[src/rtl/shared_match_pe_port_pkg.sv]
// rtl/shared_match_pe_port_pkg.sv - shared widths and tag layout for the shared match PE port
package shared_match_pe_port_pkg;

  localparam int NUM_JOB_PE      = 4;
  localparam int LAZY_LEN_LOG2   = 4;
  localparam int ADDR_WIDTH      = 16;
  localparam int MATCH_LEN_WIDTH = 8;

  function automatic int idx_bits_f(input int n);
    return (n > 1) ? $clog2(n) : 1;
  endfunction

  // Packed tag seen by match_pe: {job_idx, cluster_tag}
  localparam int JOB_PE_IDX_BITS = idx_bits_f(NUM_JOB_PE);
  localparam int SHARED_TAG_BITS = LAZY_LEN_LOG2 + JOB_PE_IDX_BITS;

endpackage

[src/rtl/shared_match_pe_port_rr_arbiter.sv]
// rtl/shared_match_pe_port_rr_arbiter.sv - combinational round-robin arbiter
// Picks the first requester at or after ptr, wrapping modulo N.
module shared_match_pe_port_rr_arbiter #(
  parameter int N        = 4,
  parameter int IDX_BITS = 2
) (
  input  logic [N-1:0]        req,
  input  logic [IDX_BITS-1:0] ptr,
  output logic [N-1:0]        grant,
  output logic [IDX_BITS-1:0] grant_idx,
  output logic                grant_valid
);

  always_comb begin
    int cand;
    logic [IDX_BITS-1:0] cidx;
    grant       = '0;
    grant_idx   = '0;
    grant_valid = 1'b0;
    cand        = 0;
    cidx        = '0;
    for (int k = 0; k < N; k++) begin
      cand = int'(ptr) + k;
      if (cand >= N) cand = cand - N;
      cidx = IDX_BITS'(cand);
      if (!grant_valid && req[cidx]) begin
        grant_valid = 1'b1;
        grant[cidx] = 1'b1;
        grant_idx   = cidx;
      end
    end
  end

endmodule

[src/rtl/shared_match_pe_port.sv]
// rtl/shared_match_pe_port.sv - shared match PE front end
// Round-robin request issue with credit limit, per-cluster response return buffers.
module shared_match_pe_port
  import shared_match_pe_port_pkg::*;
#(
  parameter int  NUM_JOB_PE      = shared_match_pe_port_pkg::NUM_JOB_PE,
  parameter int  TAG_BITS        = LAZY_LEN_LOG2,
  parameter int  MAX_OUTSTANDING = 8,
  localparam int IDX_BITS        = idx_bits_f(NUM_JOB_PE),
  localparam int CNT_BITS        = $clog2(MAX_OUTSTANDING + 1)
) (
  input  logic                                  clk,
  input  logic                                  rst_n,
  input  logic [NUM_JOB_PE-1:0]                 job_req_valid,
  output logic [NUM_JOB_PE-1:0]                 job_req_ready,
  input  logic [NUM_JOB_PE*ADDR_WIDTH-1:0]      job_req_head_addr,
  input  logic [NUM_JOB_PE*ADDR_WIDTH-1:0]      job_req_history_addr,
  input  logic [NUM_JOB_PE*TAG_BITS-1:0]        job_req_tag,
  output logic                                  pe_req_valid,
  input  logic                                  pe_req_ready,
  output logic [ADDR_WIDTH-1:0]                 pe_req_head_addr,
  output logic [ADDR_WIDTH-1:0]                 pe_req_history_addr,
  output logic [TAG_BITS+IDX_BITS-1:0]          pe_req_tag,
  input  logic                                  pe_resp_valid,
  output logic                                  pe_resp_ready,
  input  logic [TAG_BITS+IDX_BITS-1:0]          pe_resp_tag,
  input  logic [MATCH_LEN_WIDTH-1:0]            pe_resp_match_len,
  output logic [NUM_JOB_PE-1:0]                 job_resp_valid,
  input  logic [NUM_JOB_PE-1:0]                 job_resp_ready,
  output logic [NUM_JOB_PE*TAG_BITS-1:0]        job_resp_tag,
  output logic [NUM_JOB_PE*MATCH_LEN_WIDTH-1:0] job_resp_match_len
);

  localparam int PTAG_BITS = TAG_BITS + IDX_BITS;

  logic                       pe_req_valid_q, pe_req_valid_d;
  logic [ADDR_WIDTH-1:0]      pe_req_head_q, pe_req_head_d;
  logic [ADDR_WIDTH-1:0]      pe_req_hist_q, pe_req_hist_d;
  logic [PTAG_BITS-1:0]       pe_req_tag_q, pe_req_tag_d;
  logic [IDX_BITS-1:0]        rr_ptr_q, rr_ptr_d;
  logic [CNT_BITS-1:0]        outstanding_q, outstanding_d;
  logic [NUM_JOB_PE-1:0]      buf_valid_q, buf_valid_d;
  logic [TAG_BITS-1:0]        buf_tag_q [NUM_JOB_PE];
  logic [TAG_BITS-1:0]        buf_tag_d [NUM_JOB_PE];
  logic [MATCH_LEN_WIDTH-1:0] buf_len_q [NUM_JOB_PE];
  logic [MATCH_LEN_WIDTH-1:0] buf_len_d [NUM_JOB_PE];

  logic [NUM_JOB_PE-1:0] arb_grant;
  logic [IDX_BITS-1:0]   arb_idx;
  logic                  arb_valid;
  logic                  slot_free, credit_ok, grant_ok;
  logic                  req_fire, issue_fire, resp_fire;
  logic [CNT_BITS:0]     committed;
  logic [IDX_BITS-1:0]   resp_idx;
  logic                  resp_idx_ok;

  shared_match_pe_port_rr_arbiter #(
    .N        (NUM_JOB_PE),
    .IDX_BITS (IDX_BITS)
  ) u_rr_arbiter (
    .req         (job_req_valid),
    .ptr         (rr_ptr_q),
    .grant       (arb_grant),
    .grant_idx   (arb_idx),
    .grant_valid (arb_valid)
  );

  // A request parked in the output register already holds a credit.
  always_comb begin
    slot_free     = !pe_req_valid_q || pe_req_ready;
    committed     = {1'b0, outstanding_q} + {{CNT_BITS{1'b0}}, pe_req_valid_q};
    credit_ok     = int'(committed) < MAX_OUTSTANDING;
    grant_ok      = rst_n && slot_free && credit_ok;
    job_req_ready = grant_ok ? arb_grant : '0;
    req_fire      = grant_ok && arb_valid;
    issue_fire    = pe_req_valid_q && pe_req_ready;
  end

  always_comb begin
    int sel;
    sel            = int'(arb_idx);
    pe_req_valid_d = pe_req_valid_q;
    pe_req_head_d  = pe_req_head_q;
    pe_req_hist_d  = pe_req_hist_q;
    pe_req_tag_d   = pe_req_tag_q;
    rr_ptr_d       = rr_ptr_q;
    if (req_fire) begin
      pe_req_valid_d = 1'b1;
      pe_req_head_d  = job_req_head_addr[sel*ADDR_WIDTH +: ADDR_WIDTH];
      pe_req_hist_d  = job_req_history_addr[sel*ADDR_WIDTH +: ADDR_WIDTH];
      pe_req_tag_d   = {arb_idx, job_req_tag[sel*TAG_BITS +: TAG_BITS]};
      rr_ptr_d       = (sel == NUM_JOB_PE - 1) ? '0 : arb_idx + IDX_BITS'(1);
    end else if (pe_req_ready) begin
      pe_req_valid_d = 1'b0;
    end
  end

  always_comb begin
    outstanding_d = outstanding_q;
    if (issue_fire && !resp_fire) begin
      outstanding_d = outstanding_q + CNT_BITS'(1);
    end else if (resp_fire && !issue_fire && outstanding_q != '0) begin
      outstanding_d = outstanding_q - CNT_BITS'(1);
    end
  end

  // Out-of-range indices are accepted and dropped so a bad tag cannot wedge the lane.
  always_comb begin
    resp_idx      = pe_resp_tag[TAG_BITS +: IDX_BITS];
    resp_idx_ok   = int'(resp_idx) < NUM_JOB_PE;
    pe_resp_ready = resp_idx_ok ? (!buf_valid_q[resp_idx] || job_resp_ready[resp_idx]) : 1'b1;
    resp_fire     = pe_resp_valid && pe_resp_ready;
  end

  always_comb begin
    buf_valid_d = buf_valid_q & ~job_resp_ready;
    buf_tag_d   = buf_tag_q;
    buf_len_d   = buf_len_q;
    if (resp_fire && resp_idx_ok) begin
      buf_valid_d[resp_idx] = 1'b1;
      buf_tag_d[resp_idx]   = pe_resp_tag[TAG_BITS-1:0];
      buf_len_d[resp_idx]   = pe_resp_match_len;
    end
  end

  always_comb begin
    pe_req_valid        = pe_req_valid_q;
    pe_req_head_addr    = pe_req_head_q;
    pe_req_history_addr = pe_req_hist_q;
    pe_req_tag          = pe_req_tag_q;
    job_resp_valid      = buf_valid_q;
    job_resp_tag        = '0;
    job_resp_match_len  = '0;
    for (int i = 0; i < NUM_JOB_PE; i++) begin
      job_resp_tag[i*TAG_BITS +: TAG_BITS]                     = buf_tag_q[i];
      job_resp_match_len[i*MATCH_LEN_WIDTH +: MATCH_LEN_WIDTH] = buf_len_q[i];
    end
  end

  always_ff @(posedge clk) begin
    if (!rst_n) begin
      pe_req_valid_q <= 1'b0;
      rr_ptr_q       <= '0;
      outstanding_q  <= '0;
      buf_valid_q    <= '0;
    end else begin
      pe_req_valid_q <= pe_req_valid_d;
      rr_ptr_q       <= rr_ptr_d;
      outstanding_q  <= outstanding_d;
      buf_valid_q    <= buf_valid_d;
    end
  end

  always_ff @(posedge clk) begin
    pe_req_head_q <= pe_req_head_d;
    pe_req_hist_q <= pe_req_hist_d;
    pe_req_tag_q  <= pe_req_tag_d;
    buf_tag_q     <= buf_tag_d;
    buf_len_q     <= buf_len_d;
  end

  a_resp_underflow: assert property (@(posedge clk) disable iff (!rst_n)
    resp_fire |-> (outstanding_q != '0));
  a_resp_idx_range: assert property (@(posedge clk) disable iff (!rst_n)
    pe_resp_valid |-> resp_idx_ok);

endmodule

[config.mk]
export PLATFORM = sky130hd
export DESIGN_NAME = shared_match_pe_port
export DESIGN_NICKNAME = d
export VERILOG_FILES = /design/src/rtl/shared_match_pe_port_pkg.sv /design/src/rtl/shared_match_pe_port_rr_arbiter.sv /design/src/rtl/shared_match_pe_port.sv
export SDC_FILE = /design/constraint.sdc
export NUM_CORES = 1
export LEC_CHECK = 0
export CORE_MARGIN = 2
export CORE_UTILIZATION = 43
export DETAILED_ROUTE_END_ITERATION = 10
export GPL_ROUTABILITY_DRIVEN = 0
export MAX_ROUTING_LAYER = met4
export PLACE_DENSITY_LB_ADDON = 0.3
export SYNTH_ARGS = -nofsm -noshare
export SYNTH_HDL_FRONTEND = slang
export SYNTH_SLANG_ARGS = --single-unit
[constraint.sdc]
create_clock -name clk -period 18.1 [get_ports clk]
set_input_delay 2.715 -clock clk [delete_from_list [all_inputs] [get_ports clk]]
set_output_delay 2.715 -clock clk [all_outputs]
set_load 0.005 [all_outputs]
Yosys cells after proc, flatten, opt, wreduce, memory -nomap -nowiden
Index checks and enable logic that the tools add are counted.
{ "word_totals": {"regBits": 97, "elab_cells": 134, "input_bits": 170, "out_inout_bits": 96} }
{ "op_classes": {"add_sub_neg": 11, "n_lt_le_gt_ge": 17, "reduce_logical": 29, "n_mux": 51, "shifts": 3, "n_bitwise": 7, "n_eq_ne": 1} }
{ "op_table": {"columns": ["cell", "count"], "rows": [
  ["$shiftx 64x7->16", 2],
  ["$mux 4", 9],
  ["$bwmux 32", 1],
  ["$mux 2", 9],
  ["$logic_and 1x1->1", 17],
  ["$mux 1", 17],
  ["$bwmux 16", 1],
  ["$demux 8 s2", 1],
  ["$or 4x4->4", 4],
  ["$shiftx 16x5->4", 1],
  ["$lt 2x3->1 const B", 5],
  ["$bmux 1 s2", 6],
  ["$ge 3x3->1 const B", 4],
  ["$demux 1 s2", 5],
  ["$ge 2x1->1 const B", 5],
  ["$demux 4 s2", 1],
  ["$mux 8", 1],
  ["$sub 2x1->2 const B", 4],
  ["$logic_not 1->1", 7],
  ["$add 2x2->3 const B", 2],
  ["$add 4x1->5", 1],
  ["$lt 5x4->1 const B", 1],
  ["$add 4x1->4 const B", 1],
  ["$and 4x4->4", 1],
  ["11 further kinds", 13]
]} }

Depth between registers and ports, before layout
{ "depth": {"depth_word": 16, "mapped_depth": 12, "depth_no_buf": 9} }

By module
Synthesis repeated with hierarchy kept, for this count alone.
{ "hier_totals": {"hier_cells": 248, "area_unflattened_um2": 4519.3} }
{ "by_module_without_submodules": {"columns": ["module", "area_each_um2", "seq_area_each_um2", "n_inst", "cells_each"], "rows": [
  ["shared_match_pe_port", 4100.2, 2802.7, 1, 203],
  ["shared_match_pe_port_rr_arbiter", 419.2, 0.0, 1, 45]
]} }

Least setup slack after synthesis
Ideal clock, no wire load.
{ "synth_path": {"path_type": "in2reg", "from": "in job_req_valid[3]", "to": "reg rr_ptr_q[0]", "path_slack_ns": 7.826, "n_path_buf": 1, "path_stages": 6, "setup_ns": 0.123, "t_arrival_ns": 10.151, "t_required_ns": 17.977, "path_cell_list": "clkbuf_2 nor4_1 a2111oi_0 nand2_1 xnor2_1 nor2_1"} }
{ "synth_between": {"elab_chain_cells": 14, "elab_cells_between_ends": 26, "cone_classes": "add/sub (1); eq/ne (1); mux (17); reduce/logical (7)"} }
{ "synth_rtl": {"columns": ["item", "line", "text"], "rows": [
  ["start: declaration", "shared_match_pe_port.sv:14", "input logic [NUM_JOB_PE-1:0] job_req_valid,"],
  ["$bmux 1 s2", "shared_match_pe_port_rr_arbiter.sv:26", "if (!grant_valid && req[cidx]) begin"],
  ["$mux 1 (implied by the code)", "shared_match_pe_port_rr_arbiter.sv:26", null],
  ["$mux 1", "shared_match_pe_port_rr_arbiter.sv:26", null],
  ["$logic_not 1->1", "shared_match_pe_port_rr_arbiter.sv:26", null],
  ["$logic_and 1x1->1", "shared_match_pe_port_rr_arbiter.sv:26", null],
  ["$mux 1", "shared_match_pe_port_rr_arbiter.sv:26", null],
  ["$logic_not 1->1", "shared_match_pe_port_rr_arbiter.sv:26", null],
  ["$logic_and 1x1->1", "shared_match_pe_port_rr_arbiter.sv:26", null],
  ["$mux 1", "shared_match_pe_port_rr_arbiter.sv:26", null],
  ["$logic_not 1->1", "shared_match_pe_port_rr_arbiter.sv:26", null],
  ["$logic_and 1x1->1", "shared_match_pe_port_rr_arbiter.sv:26", null],
  ["$mux 2", "shared_match_pe_port_rr_arbiter.sv:26", null],
  ["$add 2x1->2 / $eq 2x1->1 (equally long branches)", "shared_match_pe_port.sv:92", "rr_ptr_d = (sel == NUM_JOB_PE - 1) ? '0 : arb_idx + IDX_BITS'(1);"],
  ["$mux 2", "shared_match_pe_port.sv:92", null],
  ["end signal: assignment", "shared_match_pe_port.sv:148", "rr_ptr_q <= rr_ptr_d;"],
  ["end: declaration", "shared_match_pe_port.sv:40", "logic [IDX_BITS-1:0] rr_ptr_q, rr_ptr_d;"]
]} }
Parallel ways exist; a longest one is shown, timed or not. The select of a mux whose other input is x is not followed.
A chain may end at the register's enable or synchronous reset.

Final worst setup path
{ "layout_path": {"from": "in job_req_valid[2]", "to": "out job_req_ready[2]"} }
{ "layout_between": {"elab_chain_cells": 13, "elab_cells_between_ends": 25, "cone_classes": "mux (16); bitwise (3); reduce/logical (6)"} }
{ "layout_rtl": {"columns": ["item", "line", "text"], "rows": [
  ["$bmux 1 s2", "shared_match_pe_port_rr_arbiter.sv:26", null],
  ["$mux 1 (implied by the code)", "shared_match_pe_port_rr_arbiter.sv:26", null],
  ["$mux 1", "shared_match_pe_port_rr_arbiter.sv:26", null],
  ["$logic_not 1->1", "shared_match_pe_port_rr_arbiter.sv:26", null],
  ["$logic_and 1x1->1", "shared_match_pe_port_rr_arbiter.sv:26", null],
  ["$mux 1", "shared_match_pe_port_rr_arbiter.sv:26", null],
  ["$logic_not 1->1", "shared_match_pe_port_rr_arbiter.sv:26", null],
  ["$logic_and 1x1->1", "shared_match_pe_port_rr_arbiter.sv:26", null],
  ["$mux 1", "shared_match_pe_port_rr_arbiter.sv:26", null],
  ["$logic_not 1->1", "shared_match_pe_port_rr_arbiter.sv:26", null],
  ["$logic_and 1x1->1", "shared_match_pe_port_rr_arbiter.sv:26", null],
  ["$mux 4 *", "shared_match_pe_port_rr_arbiter.sv:26", null],
  ["$mux 4 *", "shared_match_pe_port.sv:74", "job_req_ready = grant_ok ? arb_grant : '0;"],
  ["end: declaration", "shared_match_pe_port.sv:15", "output logic [NUM_JOB_PE-1:0] job_req_ready,"]
]} }
Every way passes the cells marked *; elsewhere a longest branch is shown, timed or not. The select of a mux whose other input is x is not followed.

==> metrics <==
total track usage=0.216; Die ar.=0.0124 mm2; # diodes=0; met1 WL=4840 um; clk buf depth=2; sequential share of power=0.316; Worst R2R Start=rr_ptr_q[0]$_SDFFE_PN0P_; outcome=finished, final reports clean; Buf/Inv on CP=2; Area Overhead vs Synth=59.4%; Final min period=7740 ps; top_reg_cell synth=edfxtp_1; die width=111 um; largest net degree at the start of global routing=48; Vias/cell=5.12; Detailed Route Iter0 Violations=157; Synth Register Bits=97; core area=0.0113 mm2; Synth top cells by count=mux2i_1, edfxtp_1, nor2_1, dfxtp_1, ha_1; Syn Nets=511; post-synth cell types=46; CP max stage delay=650 ps; TritonCTS sink count=97; Rows=39; Int Power=0.744 mW; Worst-Skew Late Latency=340 ps; synthesized area per cell=15.0 um2; share of layout cells above drive strength 1=0.0554; DR DRC count=0; DP Area=0.00760 mm2; htree depth=3; synthesized cell area=0.00496 mm2; family with the most delay on the worst path=buffers and inverters; startpoint types=primary input; hold path cells=2; Rel. slew slack=0.222; synth top area cells=edfxtp_1, mux2i_1, dfxtp_1; worst min-delay path startpoint=job_resp_valid[0]$_SDFF_PN0_; buffers added on ports=265; Die Y=111 um; Post-synth EDFFs=86; P_leak=2.97 nW; r2r endpoint=pe_req_history_addr[11]$_DFFE_PP_; Routed Antenna Nets=0; most common cell in the synthesized netlist=mux2i_1; CTS root buf=clkbuf_16; sequential area share after synthesis=0.565; routed wire length=12900 um; DR WL met2=6860 um; Slew Viols, Final=0; sw frac=0.338; Worst-path clk slew=70 ps; TritonCTS clock tree=yes; Yosys warnings=0; worst-margin pin slew=1160 ps; WL/cell=17.4 um; VDD IR-drop max=0.112 mV; slowest CP cell=mux4_2; Layout Nets=771; fraction of registers with async set/reset=0; Final Non-Filler Cells=739; Vias=3782; Final Hold Viols=0; DRT Pass-1 Iters=4; CP required=15390 ps; Top Ports=266; initial core utilization=0.438; most used cell, CP=clkdlybuf4s50_1; antenna violations before repair=0; routed length on met3=888 um; maxcap violations=0; Post-CTS Hold Buffers=0; Crit Path Class=primary input to primary output; Highest Signal Layer=met4; final setup skew=7.65 ps; total power per unit cell area=142 mW/mm2; Peak Freq=129 MHz; postcts setup bufs=0; share of the synthesized area in the top cell type=0.521; RSZ-0062 raised after global routing=false; # setup viols final=0; GRT overflow=0; crit end category=primary output; Worst R2R Setup Slack=13900 ps; Design Power=1.12 mW; vias in the first global route=3890; crit share post-route=0.427; Comb pwr share=0.517; Synth Instances=331; HPWL Detailed=10100 um; post-route cell area=0.00791 mm2; TritonCTS Buffers=9; Hold Path Class=register to register; Synth area leader=edfxtp_1; global-route wire length before repair=20400 um; r2r worst-path depth=9; TNS Setup=0 ps; placed cells=723; crit-path cells=clkdlybuf4s50_1, mux4_2, nor3_4, and2_4, a221oi_1, nor2_1, clkdlybuf4s50_1; CP startpoint=job_req_valid[2]; critical-path maximum fanout=10; Clock power frac=0.167; net switching power figure=0.379 mW; Hold Path End=job_resp_valid[0]$_SDFF_PN0_; Resized Gates After CTS=0; WP data arrival=5020 ps
==> layer usage <==
| layer | up-vias | global-route usage |
|---|---|---|
| li1 | 1796 | - |
| met1 | 1781 | 0.236 |
| met2 | 185 | 0.387 |
| met3 | 20 | 0.0528 |
| met4 | 0 | 0.0724 |
| met5 | - | - |
==> how the worst max path moves through the flow <==
stage / to / slack, ps / depth (start not counted)
floorplan: rr_ptr_q[0]$_SDFFE_PN0P_ / 7830 / 6
global placement: job_req_ready[2] / 10430 / 7
detailed placement: job_req_ready[0] / 10380 / 7
CTS: job_req_ready[1] / 10390 / 7
global route: job_req_ready[2] / 10200 / 8
finish: job_req_ready[2] / 10370 / 7
==> metrics by stage <==
step	util	hold slack (ps)	setup slack [ps]
floorplan	-	503	7830
global route	0.698	579	10200
detailed placement	0.671	520	10380
global placement	0.671	517	10430
CTS	0.698	536	10390
finish	0.698	543	10370
==> flip-flops by register name (all words and copies together) (netlist names) <==
register,flops
job_resp_match_len,32
job_resp_tag,16
pe_req_head_addr,16
pe_req_history_addr,16
pe_req_tag,6
job_resp_valid,4
outstanding_q,4
rr_ptr_q,2
pe_req_valid,1
==> placed cells by master (no fill, tap or decap), types with 5 or more instances in the layout <==
cell type	netlist	final
xnor2_1	6	6
nor2b_1	5	5
a21oi_1	6	6
nor2_1	14	14
inv_1	7	7
mux2i_1	110	110
nand2_1	8	8
clkdlybuf4s50_1	0	265
ha_1	9	9
clkbuf_16	0	9
dfxtp_1	11	11
edfxtp_1	86	86
==> layout make-up <==
type	instances	area (um2)
Clock inverter	7	81.3
Sequential cell	97	2800
Multi-Input combinational cell	207	1920
Tap cell	143	179
Timing Repair Buffer	267	2670
Fill cell	809	3410
Clock buffer	9	225
Inverter	9	33.8
==> power groups by stage <==
| stage | Sequential [mW] | Clock (mW) | Combinational, mW |
|---|---|---|---|
| 2_1_floorplan | 0.359 | 0 | 0.457 |
| 3_3_place_gp | 0.356 | 0 | 0.575 |
| 3_5_place_dp | 0.359 | 0 | 0.587 |
| 4_1_cts | 0.355 | 0.192 | 0.588 |
| 5_1_grt | 0.361 | 0.203 | 0.630 |
| 6_report | 0.355 | 0.188 | 0.580 |
==> worst min-delay path, stage by stage (launching register included) <==
cell	delay (ps)
dfxtp_1	330
a21oi_1	130
nor2_1	40
==> cells by family after synthesis <==
kind of cell    count (synthesis)  share of synthesized area
compound gates                 29                     0.0449
xor+xnor                        6                     0.0106
fa+ha+maj                      10                     0.0267
buf+inv                        27                     0.0527
flops                          97                      0.565
mux                           116                      0.248
simple gates                   46                     0.0520
(Power assumes the default switching activity.)
